--- src/rtl/seg7_display_monitor.sv ---
`default_nettype none
// ============================================================================
// Module   : seg7_display_monitor
// Brief    : Recovers four BCD digits from a multiplexed active-low 7-segment
//            bus. Optional per-digit refresh timeout: SEG7_MON_TIMEOUT_EN.
// Revision : 1.0 - initial release
// ============================================================================
module seg7_display_monitor #(
    parameter int unsigned STABLE_CYCLES  = 16,
    parameter int unsigned TIMEOUT_CYCLES = 1048576
) (
    input  logic        clk,
    input  logic        rst,
    input  logic [6:0]  seg_cat,
    input  logic [3:0]  seg_an,
    output logic [15:0] digits,
    output logic [3:0]  digit_valid,
    output logic [3:0]  seg_err,
    output logic        update
);

    localparam logic [7:0] c_stable  = 8'(STABLE_CYCLES);
    localparam logic [6:0] c_cat_off = 7'h7F;
    localparam logic [3:0] c_an_off  = 4'hF;

    if (STABLE_CYCLES < 2 || STABLE_CYCLES > 255) begin : g_bad_stable
        $error("seg7_display_monitor: STABLE_CYCLES outside 2..255");
    end
    if (TIMEOUT_CYCLES < 2 || TIMEOUT_CYCLES > 16777216) begin : g_bad_timeout
        $error("seg7_display_monitor: TIMEOUT_CYCLES outside 2..2^24");
    end

    logic [6:0]  r_cat_s1;
    logic [6:0]  r_cat_s2;
    logic [6:0]  r_cat_prev;
    logic [3:0]  r_an_s1;
    logic [3:0]  r_an_s2;
    logic [3:0]  r_an_prev;
    logic [7:0]  r_cnt;
    logic [7:0]  w_cnt_next;
    logic        r_fire;
    logic        w_an_onehot;
    logic [1:0]  w_slot;
    logic        w_legal;
    logic        w_blank;
    logic [3:0]  w_value;
    logic [15:0] r_digits;
    logic [3:0]  r_valid;
    logic [3:0]  r_err;
    logic        r_update;

    // Two-flop synchronizers plus a one-cycle history of the synchronized sample.
    always_ff @(posedge clk or negedge rst) begin
        if (!rst) begin
            r_cat_s1   <= c_cat_off;
            r_cat_s2   <= c_cat_off;
            r_cat_prev <= c_cat_off;
            r_an_s1    <= c_an_off;
            r_an_s2    <= c_an_off;
            r_an_prev  <= c_an_off;
        end else begin
            r_cat_s1   <= seg_cat;
            r_cat_s2   <= r_cat_s1;
            r_cat_prev <= r_cat_s2;
            r_an_s1    <= seg_an;
            r_an_s2    <= r_an_s1;
            r_an_prev  <= r_an_s2;
        end
    end

    always_comb begin
        w_an_onehot = 1'b0;
        case (r_an_s2)
            4'b1110, 4'b1101, 4'b1011, 4'b0111: w_an_onehot = 1'b1;
            default:                            w_an_onehot = 1'b0;
        endcase
    end

    always_comb begin
        w_cnt_next = r_cnt;
        if (!w_an_onehot) begin
            w_cnt_next = 8'd0;
        end else if ((r_cat_s2 != r_cat_prev) || (r_an_s2 != r_an_prev)) begin
            w_cnt_next = 8'd1;
        end else if (r_cnt != c_stable) begin
            w_cnt_next = r_cnt + 8'd1;
        end
    end

    // r_fire is high only in the first cycle the counter sits at saturation;
    // the stable pattern is then held in the *_prev registers.
    always_ff @(posedge clk or negedge rst) begin
        if (!rst) begin
            r_cnt  <= 8'd0;
            r_fire <= 1'b0;
        end else begin
            r_cnt  <= w_cnt_next;
            r_fire <= (w_cnt_next == c_stable) && (r_cnt != c_stable);
        end
    end

    always_comb begin
        w_slot = 2'd0;
        case (r_an_prev)
            4'b1110: w_slot = 2'd0;
            4'b1101: w_slot = 2'd1;
            4'b1011: w_slot = 2'd2;
            4'b0111: w_slot = 2'd3;
            default: w_slot = 2'd0;
        endcase
    end

    always_comb begin
        w_legal = 1'b1;
        w_blank = 1'b0;
        w_value = 4'hF;
        case (r_cat_prev)
            7'h40: w_value = 4'd0;
            7'h79: w_value = 4'd1;
            7'h24: w_value = 4'd2;
            7'h30: w_value = 4'd3;
            7'h19: w_value = 4'd4;
            7'h12: w_value = 4'd5;
            7'h02: w_value = 4'd6;
            7'h78: w_value = 4'd7;
            7'h00: w_value = 4'd8;
            7'h10: w_value = 4'd9;
            7'h7F: begin
                w_legal = 1'b0;
                w_blank = 1'b1;
            end
            default: w_legal = 1'b0;
        endcase
    end

`ifdef SEG7_MON_TIMEOUT_EN
    localparam int unsigned       c_to_w    = 25;
    localparam logic [c_to_w-1:0] c_timeout = c_to_w'(TIMEOUT_CYCLES);
    logic [c_to_w-1:0] r_refresh [4];
`endif

    always_ff @(posedge clk or negedge rst) begin
        if (!rst) begin
            r_digits <= 16'hFFFF;
            r_valid  <= 4'h0;
            r_err    <= 4'h0;
            r_update <= 1'b0;
`ifdef SEG7_MON_TIMEOUT_EN
            for (int n = 0; n < 4; n++) begin
                r_refresh[n] <= '0;
            end
`endif
        end else begin
            r_update <= r_fire;
`ifdef SEG7_MON_TIMEOUT_EN
            // A digit not rescanned within the timeout is treated as stale.
            for (int n = 0; n < 4; n++) begin
                if (r_fire && (w_slot == 2'(n))) begin
                    r_refresh[n] <= '0;
                end else if (r_refresh[n] != c_timeout) begin
                    r_refresh[n] <= r_refresh[n] + 1'b1;
                    if (r_refresh[n] == (c_timeout - 1'b1)) begin
                        r_valid[n]          <= 1'b0;
                        r_digits[n*4 +: 4]  <= 4'hF;
                    end
                end
            end
`endif
            if (r_fire) begin
                if (w_legal || w_blank) begin
                    r_digits[{w_slot, 2'b00} +: 4] <= w_value;
                    r_valid[w_slot]                <= 1'b1;
                    r_err[w_slot]                  <= 1'b0;
                end else begin
                    r_err[w_slot]                  <= 1'b1;
                end
            end
        end
    end

    assign digits      = r_digits;
    assign digit_valid = r_valid;
    assign seg_err     = r_err;
    assign update      = r_update;

endmodule
`default_nettype wire

--- config.mk ---
export PLATFORM = sky130hd
export DESIGN_NAME = seg7_display_monitor
export DESIGN_NICKNAME = d
export VERILOG_FILES = /design/src/rtl/seg7_display_monitor.sv
export SDC_FILE = /design/constraint.sdc
export NUM_CORES = 1
export LEC_CHECK = 0
export BUFFER_PORTS_ARGS = -buffer_cell sky130_fd_sc_hd__buf_2
export CAP_MARGIN = 20
export CORE_ASPECT_RATIO = 0.6
export CORE_UTILIZATION = 40
export CTS_CLUSTER_DIAMETER = 200
export CTS_CLUSTER_SIZE = 40
export DETAILED_ROUTE_END_ITERATION = 6
export GPL_TIMING_DRIVEN = 0
export PLACE_DENSITY_LB_ADDON = 0.3
export RECOVER_POWER = 25
export SYNTH_ARGS = -nofsm -noshare
export SYNTH_HDL_FRONTEND = slang
export SYNTH_SLANG_ARGS = --single-unit
--- constraint.sdc ---
create_clock -name clk -period 2.4 [get_ports clk]
set_input_delay 0.24 -clock clk [delete_from_list [all_inputs] [get_ports clk]]
set_output_delay 0.24 -clock clk [all_outputs]
set_load 0.05 [all_outputs]
==> metrics.txt, run 1 <==
# TYPE chip_impl_metric gauge
chip_impl_info{name="run_status",value="complete, but fails checks"} 1
chip_impl_info{name="violations",value="max-capacitance violations, max-slew violations"} 1
chip_impl_metric{name="fin_skew",unit="ns"} 0.00497
chip_impl_metric{name="netlist_instances",unit=""} 236
chip_impl_metric{name="sequential_standard_cell_area",unit="mm2"} 0.00174
chip_impl_info{name="timing.rr.start",value="r_cat_prev[5]"} 1
chip_impl_metric{name="timing.critical_path.slowest_cell_delay",unit="ns"} 0.51
chip_impl_metric{name="routed_wire_length_per_instance",unit="um"} 13.8
chip_impl_metric{name="first_global_vias",unit=""} 1941
chip_impl_metric{name="post-route-drc-count",unit=""} 0
chip_impl_info{name="worstHoldPathType",value="in -> async"} 1
chip_impl_metric{name="worst_pin_slew",unit="ns"} 1.60
chip_impl_info{name="regToRegEndpoint",value="r_fire"} 1
chip_impl_metric{name="worst-r2r-cell-count",unit=""} 6
chip_impl_info{name="cell_class_contributing_the_biggest_share_of_worst_path_delay",value="simple AND/OR/NAND/NOR gates"} 1
chip_impl_info{name="leading_register_cell_type_out_of_synthesis",value="dfstp_2"} 1
chip_impl_metric{name="ir_drop",unit="uV"} 459
chip_impl_metric{name="cts_inserted_buffers",unit=""} 9
chip_impl_metric{name="multiInputGateArea",unit="mm2"} 0.00119
chip_impl_metric{name="worst-path-buf-inv",unit=""} 1
chip_impl_metric{name="layout.nets",unit=""} 317
chip_impl_metric{name="n_fill_cell",unit=""} 638
chip_impl_metric{name="edff_count_synth",unit=""} 0
chip_impl_metric{name="initial_antenna_violation_count",unit=""} 0
chip_impl_info{name="cts_tree",value="yes"} 1
chip_impl_metric{name="floorplan.die_area",unit="mm2"} 0.00795
chip_impl_info{name="most_frequent_cells_in_the_layout",value="dfstp_2, buf_2, dfrtp_1"} 1
chip_impl_info{name="synth_top_cells_by_area",value="dfstp_2, dfrtp_1, xnor2_1"} 1
chip_impl_metric{name="drv_cap",unit=""} 1
chip_impl_info{name="start_kind",value="flop"} 1
chip_impl_info{name="worst-setup-path-type",value="reg -> reg"} 1
chip_impl_metric{name="relSlewSlack",unit="%"} -6.66
chip_impl_metric{name="ctsHtreeMaxLevel",unit=""} 3
chip_impl_metric{name="number_of_iterations_in_the_first_detailed_routing_pass",unit=""} 4
chip_impl_metric{name="final-hold-violation-count",unit=""} 0
chip_impl_metric{name="area_growth_syn_to_layout",unit="%"} 23.3
chip_impl_metric{name="postSynth.asyncResetShare",unit="%"} 100
chip_impl_metric{name="powerDensity",unit="mW/mm2"} 684
chip_impl_metric{name="floorplan.core_area",unit="mm2"} 0.00730
chip_impl_metric{name="port_buffers",unit=""} 37
chip_impl_metric{name="final.period_utilization",unit="%"} 92.1
chip_impl_metric{name="net_count_after_synthesis",unit=""} 258
chip_impl_metric{name="total_of_endpoints_with_negative_setup_slack_in_the_final_report",unit=""} 0
chip_impl_metric{name="grt_util_all_layers",unit="%"} 16.0
chip_impl_metric{name="first_pass_grt_wire_length",unit="um"} 9510
chip_impl_metric{name="critical_path_required",unit="ns"} 2.59
chip_impl_metric{name="clock_sinks",unit=""} 67
chip_impl_metric{name="synth.distinct_cells",unit=""} 54
chip_impl_info{name="worst_path_max_delay_cell",value="dfstp_2"} 1
chip_impl_info{name="layout_commonest_cell",value="dfstp_2"} 1
chip_impl_metric{name="grt.overflow.total",unit=""} 0
chip_impl_metric{name="design_power_total",unit="mW"} 2.56
chip_impl_metric{name="power_leakage",unit="nW"} 1.59
chip_impl_metric{name="ys_seq_area_share",unit="%"} 57.3
chip_impl_info{name="synth.largest_area_cell",value="dfstp_2"} 1
chip_impl_metric{name="initial_core_util",unit="%"} 41.6
chip_impl_metric{name="syn-mean-instance-area",unit="um2"} 12.9
chip_impl_metric{name="path_max_fanout",unit=""} 10
chip_impl_metric{name="antenna_cells_inserted",unit=""} 0
chip_impl_metric{name="drt-initial-drc-count",unit=""} 103
chip_impl_metric{name="reg2reg_slack",unit="ns"} 0.19
chip_impl_metric{name="drive_above_1_share",unit="%"} 43.7
chip_impl_metric{name="maximum_number_of_pins_on_one_net_before_global_route_repair",unit=""} 68
chip_impl_metric{name="detailed_route_via_count",unit=""} 1924
chip_impl_metric{name="fp.dieW",unit="um"} 114
chip_impl_info{name="clock-root-buffer",value="clkbuf_16"} 1
chip_impl_metric{name="via_per_inst",unit=""} 4.76
chip_impl_metric{name="routed_wl",unit="um"} 5560
chip_impl_metric{name="clk_path_buf_depth",unit=""} 2
chip_impl_info{name="crit_path_end_kind",value="flop"} 1
chip_impl_metric{name="register_bit_count_reported_by_yosys",unit=""} 67
chip_impl_metric{name="drv_slew",unit=""} 68
chip_impl_metric{name="achievable-frequency",unit="GHz"} 0.452
chip_impl_metric{name="critical_path_arrival",unit="ns"} 2.40
chip_impl_metric{name="area_of_the_mapped_netlist",unit="mm2"} 0.00303
chip_impl_metric{name="post_layout_minimum_cycle_time",unit="ns"} 2.21
chip_impl_metric{name="clkTransAtPathRegs",unit="ns"} 0.06
chip_impl_metric{name="io-pin-count",unit=""} 38
chip_impl_metric{name="detail-route-antenna-nets",unit=""} 0
chip_impl_metric{name="die_height",unit="um"} 69.5
chip_impl_metric{name="estimated_wirelength_of_the_detail_placed_design",unit="um"} 3660
chip_impl_metric{name="postLayoutCellArea",unit="mm2"} 0.00374
chip_impl_metric{name="synth_top_cell_area_share",unit="%"} 42.4
chip_impl_info{name="path_cells",value="buf_2 -> xnor2_1 -> nand4_1 -> nor3_1 -> nand3_1 -> nor4_1"} 1
chip_impl_metric{name="placementRows",unit=""} 24
chip_impl_metric{name="routabilityCongestion",unit=""} 0.876
chip_impl_metric{name="clock_latency",unit="ns"} 0.33
chip_impl_metric{name="synthesis.yosys.warnings",unit=""} 0
chip_impl_metric{name="post_dp_cell_area",unit="mm2"} 0.00335
chip_impl_metric{name="post_cts_buffers",unit=""} 0
-- registers in the layout, indices dropped and copies added, names as in the netlist, named ones only --
name	count
r_cnt	8
r_an_s2	4
r_an_prev	4
digits	16
r_fire	1
digit_valid	4
r_an_s1	4
r_cat_s2	7
update	1
r_cat_prev	7
r_cat_s1	7
-- cells by family (layout without fill, tap and decap cells) --
family                   after synthesis  after routing  share of synthesized area, %
AND/OR/NAND/NOR                       71             71                          13.7
flip-flops                            67             67                          57.3
AO/OA/AOI/OAI                         41             41                          13.7
buffers and inverters                 22             86                          3.75
XOR/XNOR                              21             21                          6.06
adder cells (fa/ha/maj)                9              9                          3.71
multiplexers                           5              5                          1.81
-- where the power goes --
part	total (mW)	internal (mW)	switching (mW)
sequential	1.21	1.18	0.0217
combinational	0.144	0.0629	0.0815
clock	1.21	0.703	0.505
-- worst max path at each step --
| stage | start | end | cells after the start |
|---|---|---|---|
| global route | r_an_prev[3] | digits[12] | 8 |
| detailed placement | r_an_prev[3] | digits[2] | 6 |
| floorplan | r_cat_prev[3] | flop | 6 |
| CTS | r_cat_prev[5] | r_fire | 6 |
| finish | r_cat_prev[5] | r_fire | 6 |
| global placement | r_an_prev[3] | digits[2] | 6 |
-- cell type report --
type,instances,area share [%]
tap,104,3.48
clock inverter,7,1.37
buffer,10,1.84
clock buffer,9,6.02
multi-input combinational,147,31.7
sequential,67,46.5
timing repair buffer,48,7.89
inverter,12,1.20
-- stage by stage --
step | utilization (%) | TNS, ns | setup slack [ns] | instances | hold slack, ns
floorplan | - | 0 | 0.421 | 236 | -0.0556
global placement | 45.9 | 0 | 0.256 | 377 | 0.345
detailed placement | 45.9 | 0 | 0.232 | 377 | 0.346
CTS | 51.2 | 0 | 0.169 | 404 | 0.0312
global route | 51.3 | -0.00204 | -0.00204 | 404 | 0.357
finish | 51.3 | 0 | 0.189 | 404 | 0.317
-- cells in the mapped netlist, types with 6 or more instances --
master	count
dfstp_2	49
dfrtp_1	18
nor2_1	16
nand2_1	13
xnor2_1	13
inv_1	12
a22o_1	9
ha_1	9
nand3_1	9
xor2_1	8
a21oi_1	6
-- metal layers --
metal	part of all wire [%]	wire length [um]	up-vias	track usage [%]
li1	-	-	948	-
met1	52	2900	927	22.9
met2	41	2300	41	21.2
met3	4.9	270	8	5.86
met4	1.5	84	0	7.79
met5	0	0	-	0
-- repair_timing --
| item | CTS | global route |
|---|---|---|
| hold endpoints to repair | 11 | 0 |
| hold buffers | 11 | 0 |
| endpoints found under the setup margin | 0 | 1 |
| gates resized for setup | 0 | 1 |
Power figures use the tool's default switching activity.
==> run 2: changes to the inputs <==
==> constraint.sdc (replaced) <==
create_clock -name clk -period 2.4 [get_ports clk]
set_input_delay 0.48 -clock clk [delete_from_list [all_inputs] [get_ports clk]]
set_output_delay 0.48 -clock clk [all_outputs]
set_load 0.05 [all_outputs]
==> run 2 against run 1 <==
  * The flow still finishes with violations (max-capacitance violations, max-slew violations)
  * Cell count fell by 2.7%
  * Wire length fell by 2.2%
  * Worst setup slack improved by 0.0060 ns
  * Die area did not move
  * Via count fell by 1.8%
  * Hold slack got worse by 0.074 ns
  * Total power fell by 0.74%
  * Register-to-register slack barely moved
  * Final area fell by 2.9%
  * Non-clock buffer count fell by 11
  * Sequential power barely moved
  * Largest power group is now the clock network
==> metrics.txt, run 2 (same netlist as run 1, synthesis figures left out) <==
# TYPE chip_impl_metric gauge
chip_impl_metric{name="power_leakage",unit="nW"} 1.54
chip_impl_info{name="run_status",value="complete, but fails checks"} 1
chip_impl_metric{name="first_pass_grt_wire_length",unit="um"} 9320
chip_impl_info{name="layout_commonest_cell",value="buf_2"} 1
chip_impl_metric{name="critical_path_required",unit="ns"} 2.59
chip_impl_metric{name="timing.critical_path.slowest_cell_delay",unit="ns"} 0.51
chip_impl_metric{name="post_layout_minimum_cycle_time",unit="ns"} 2.21
chip_impl_metric{name="power.share.clock",unit="%"} 47.5
chip_impl_metric{name="first_global_vias",unit=""} 1877
chip_impl_metric{name="cts_inserted_buffers",unit=""} 9
chip_impl_metric{name="grt_util_all_layers",unit="%"} 15.7
chip_impl_metric{name="clock_sinks",unit=""} 67
chip_impl_info{name="worst_path_max_delay_cell",value="dfstp_2"} 1
chip_impl_info{name="worstHoldPathType",value="in -> reg"} 1
chip_impl_metric{name="clk_path_buf_depth",unit=""} 2
chip_impl_metric{name="number_of_iterations_in_the_first_detailed_routing_pass",unit=""} 4
chip_impl_info{name="start_kind",value="flop"} 1
chip_impl_metric{name="final-hold-violation-count",unit=""} 0
chip_impl_info{name="clock-root-buffer",value="clkbuf_16"} 1
chip_impl_metric{name="detail-route-antenna-nets",unit=""} 0
chip_impl_info{name="path_cells",value="buf_2 -> xnor2_1 -> nand4_1 -> nor3_1 -> nand3_1 -> nor4_1"} 1
chip_impl_metric{name="swShare",unit="%"} 23.8
chip_impl_metric{name="drv_cap",unit=""} 1
chip_impl_metric{name="io-pin-count",unit=""} 38
chip_impl_info{name="crit_path_end_kind",value="flop"} 1
chip_impl_metric{name="die_height",unit="um"} 69.5
chip_impl_info{name="worst-setup-path-type",value="reg -> reg"} 1
chip_impl_metric{name="fp.dieW",unit="um"} 114
chip_impl_metric{name="path_max_fanout",unit=""} 10
chip_impl_metric{name="powerDensity",unit="mW/mm2"} 699
chip_impl_metric{name="worst_pin_slew",unit="ns"} 1.60
chip_impl_metric{name="fin_skew",unit="ns"} 0.00461
chip_impl_metric{name="critical_path_arrival",unit="ns"} 2.39
chip_impl_metric{name="antenna_cells_inserted",unit=""} 0
chip_impl_metric{name="via_per_inst",unit=""} 4.81
chip_impl_info{name="cts_tree",value="yes"} 1
chip_impl_metric{name="layout.core_utilization",unit="%"} 49.8
chip_impl_metric{name="clock_latency",unit="ns"} 0.33
chip_impl_metric{name="layout.nets",unit=""} 306
chip_impl_metric{name="floorplan.core_area",unit="mm2"} 0.00730
chip_impl_metric{name="total_of_endpoints_with_negative_setup_slack_in_the_final_report",unit=""} 0
chip_impl_metric{name="dpl.cell_count",unit=""} 377
chip_impl_metric{name="maximum_number_of_pins_on_one_net_before_global_route_repair",unit=""} 68
chip_impl_info{name="violations",value="max-capacitance violations, max-slew violations"} 1
chip_impl_metric{name="grt.overflow.total",unit=""} 0
chip_impl_metric{name="achievable-frequency",unit="GHz"} 0.453
chip_impl_metric{name="floorplan.die_area",unit="mm2"} 0.00795
chip_impl_metric{name="initial_antenna_violation_count",unit=""} 0
chip_impl_metric{name="port_buffers",unit=""} 37
chip_impl_metric{name="stdcell_count",unit=""} 393
chip_impl_metric{name="drt-initial-drc-count",unit=""} 118
chip_impl_metric{name="share_seq_of_total_power",unit="%"} 47.3
chip_impl_metric{name="estimated_wirelength_of_the_detail_placed_design",unit="um"} 3660
chip_impl_metric{name="n_fill_cell",unit=""} 651
chip_impl_metric{name="drive_above_1_share",unit="%"} 41.5
chip_impl_metric{name="multiInputGateArea",unit="mm2"} 0.00119
chip_impl_metric{name="routabilityCongestion",unit=""} 0.876
chip_impl_info{name="most_frequent_cells_in_the_layout",value="buf_2, dfstp_2, dfrtp_1"} 1
chip_impl_metric{name="detailed_route_via_count",unit=""} 1889
chip_impl_metric{name="drv_slew",unit=""} 68
chip_impl_metric{name="ctsHtreeMaxLevel",unit=""} 3
chip_impl_metric{name="p_sw",unit="mW"} 0.605
chip_impl_metric{name="initial_core_util",unit="%"} 41.6
chip_impl_metric{name="ir_drop",unit="uV"} 455
chip_impl_metric{name="clkTransAtPathRegs",unit="ns"} 0.06
chip_impl_metric{name="final.period_utilization",unit="%"} 91.9
chip_impl_metric{name="power.share.combinational",unit="%"} 5.1
chip_impl_metric{name="area_growth_syn_to_layout",unit="%"} 19.7
chip_impl_metric{name="internal_power",unit="mW"} 1.93
chip_impl_metric{name="relSlewSlack",unit="%"} -6.82
chip_impl_metric{name="sequential_standard_cell_area",unit="mm2"} 0.00174
chip_impl_metric{name="largest_register_ffs",unit=""} 16
chip_impl_metric{name="routed_wire_length_per_instance",unit="um"} 13.8
chip_impl_metric{name="routed_wl",unit="um"} 5440
chip_impl_metric{name="placementRows",unit=""} 24
chip_impl_metric{name="post-route-drc-count",unit=""} 0
[run 2: worst paths after layout]
check	depth (start not counted)	start	to	slack, ns
max	6	r_cat_prev[5]	r_fire	0.19
min in group asynchronous	1	rst	digit_valid[3]	0.56
min	1	seg_cat[4]	r_cat_s1[4]	0.24
max in group asynchronous	1	rst	r_cnt[4]	0.89
min reg2reg	0	r_an_s1[1]	r_an_s2[1]	0.36
max reg2reg	6	r_cat_prev[5]	r_fire	0.19
[run 2: layout make-up]
cell class | instances | area share (%)
Inverter | 12 | 1.24
Clock inverter | 7 | 1.41
Multi-Input combinational cell | 147 | 32.7
Tap cell | 104 | 3.58
Clock buffer | 9 | 6.20
Timing Repair Buffer | 37 | 5.10
Sequential cell | 67 | 47.9
Buffer | 10 | 1.90
[run 2: stage by stage]
step / total power, mW / TNS [ns] / setup slack, ns / hold WS, ns / area (um2)
finish: 2.54 / 0 / 0.195 / 0.242 / 3630
global route: 2.65 / -0.00198 / -0.00198 / 0.224 / 3630
CTS: 2.59 / 0 / 0.169 / 0.227 / 3630
detailed placement: 1.35 / 0 / 0.232 / 0.347 / 3350
global placement: 1.35 / 0 / 0.256 / 0.346 / 3350
floorplan: 1.30 / 0 / 0.421 / 0.184 / 3030
[run 2: layer usage]
| layer | global-route usage, % | part of all wire [%] |
|---|---|---|
| met5 | 0 | 0 |
| met4 | 7.79 | 1.5 |
| met3 | 5.86 | 4.9 |
| met2 | 20.1 | 41 |
| met1 | 22.9 | 53 |
[run 2: critical path, delay by kind of cell, from the launching register on]
family,cells,cell delay (ns)
buffers and inverters,1,0.23
and+or+nand+nor,4,1.18
DFF,1,0.51
xor gates and xnor gates,1,0.15
[run 2: timing repair]
item | 4_1_cts | 5_1_grt
gates resized for setup | 0 | 1
hold buffers | 0 | 0
buffers inserted | 0 | 0
setup endpoints to repair | 0 | 1
[run 2: power groups by stage]
stage | logic [mW] | registers (mW) | clock network (mW)
floorplan | 0.0839 | 1.22 | 0
global placement | 0.129 | 1.22 | 0
detailed placement | 0.131 | 1.22 | 0
CTS | 0.132 | 1.21 | 1.25
global route | 0.146 | 1.21 | 1.29
finish | 0.131 | 1.20 | 1.21
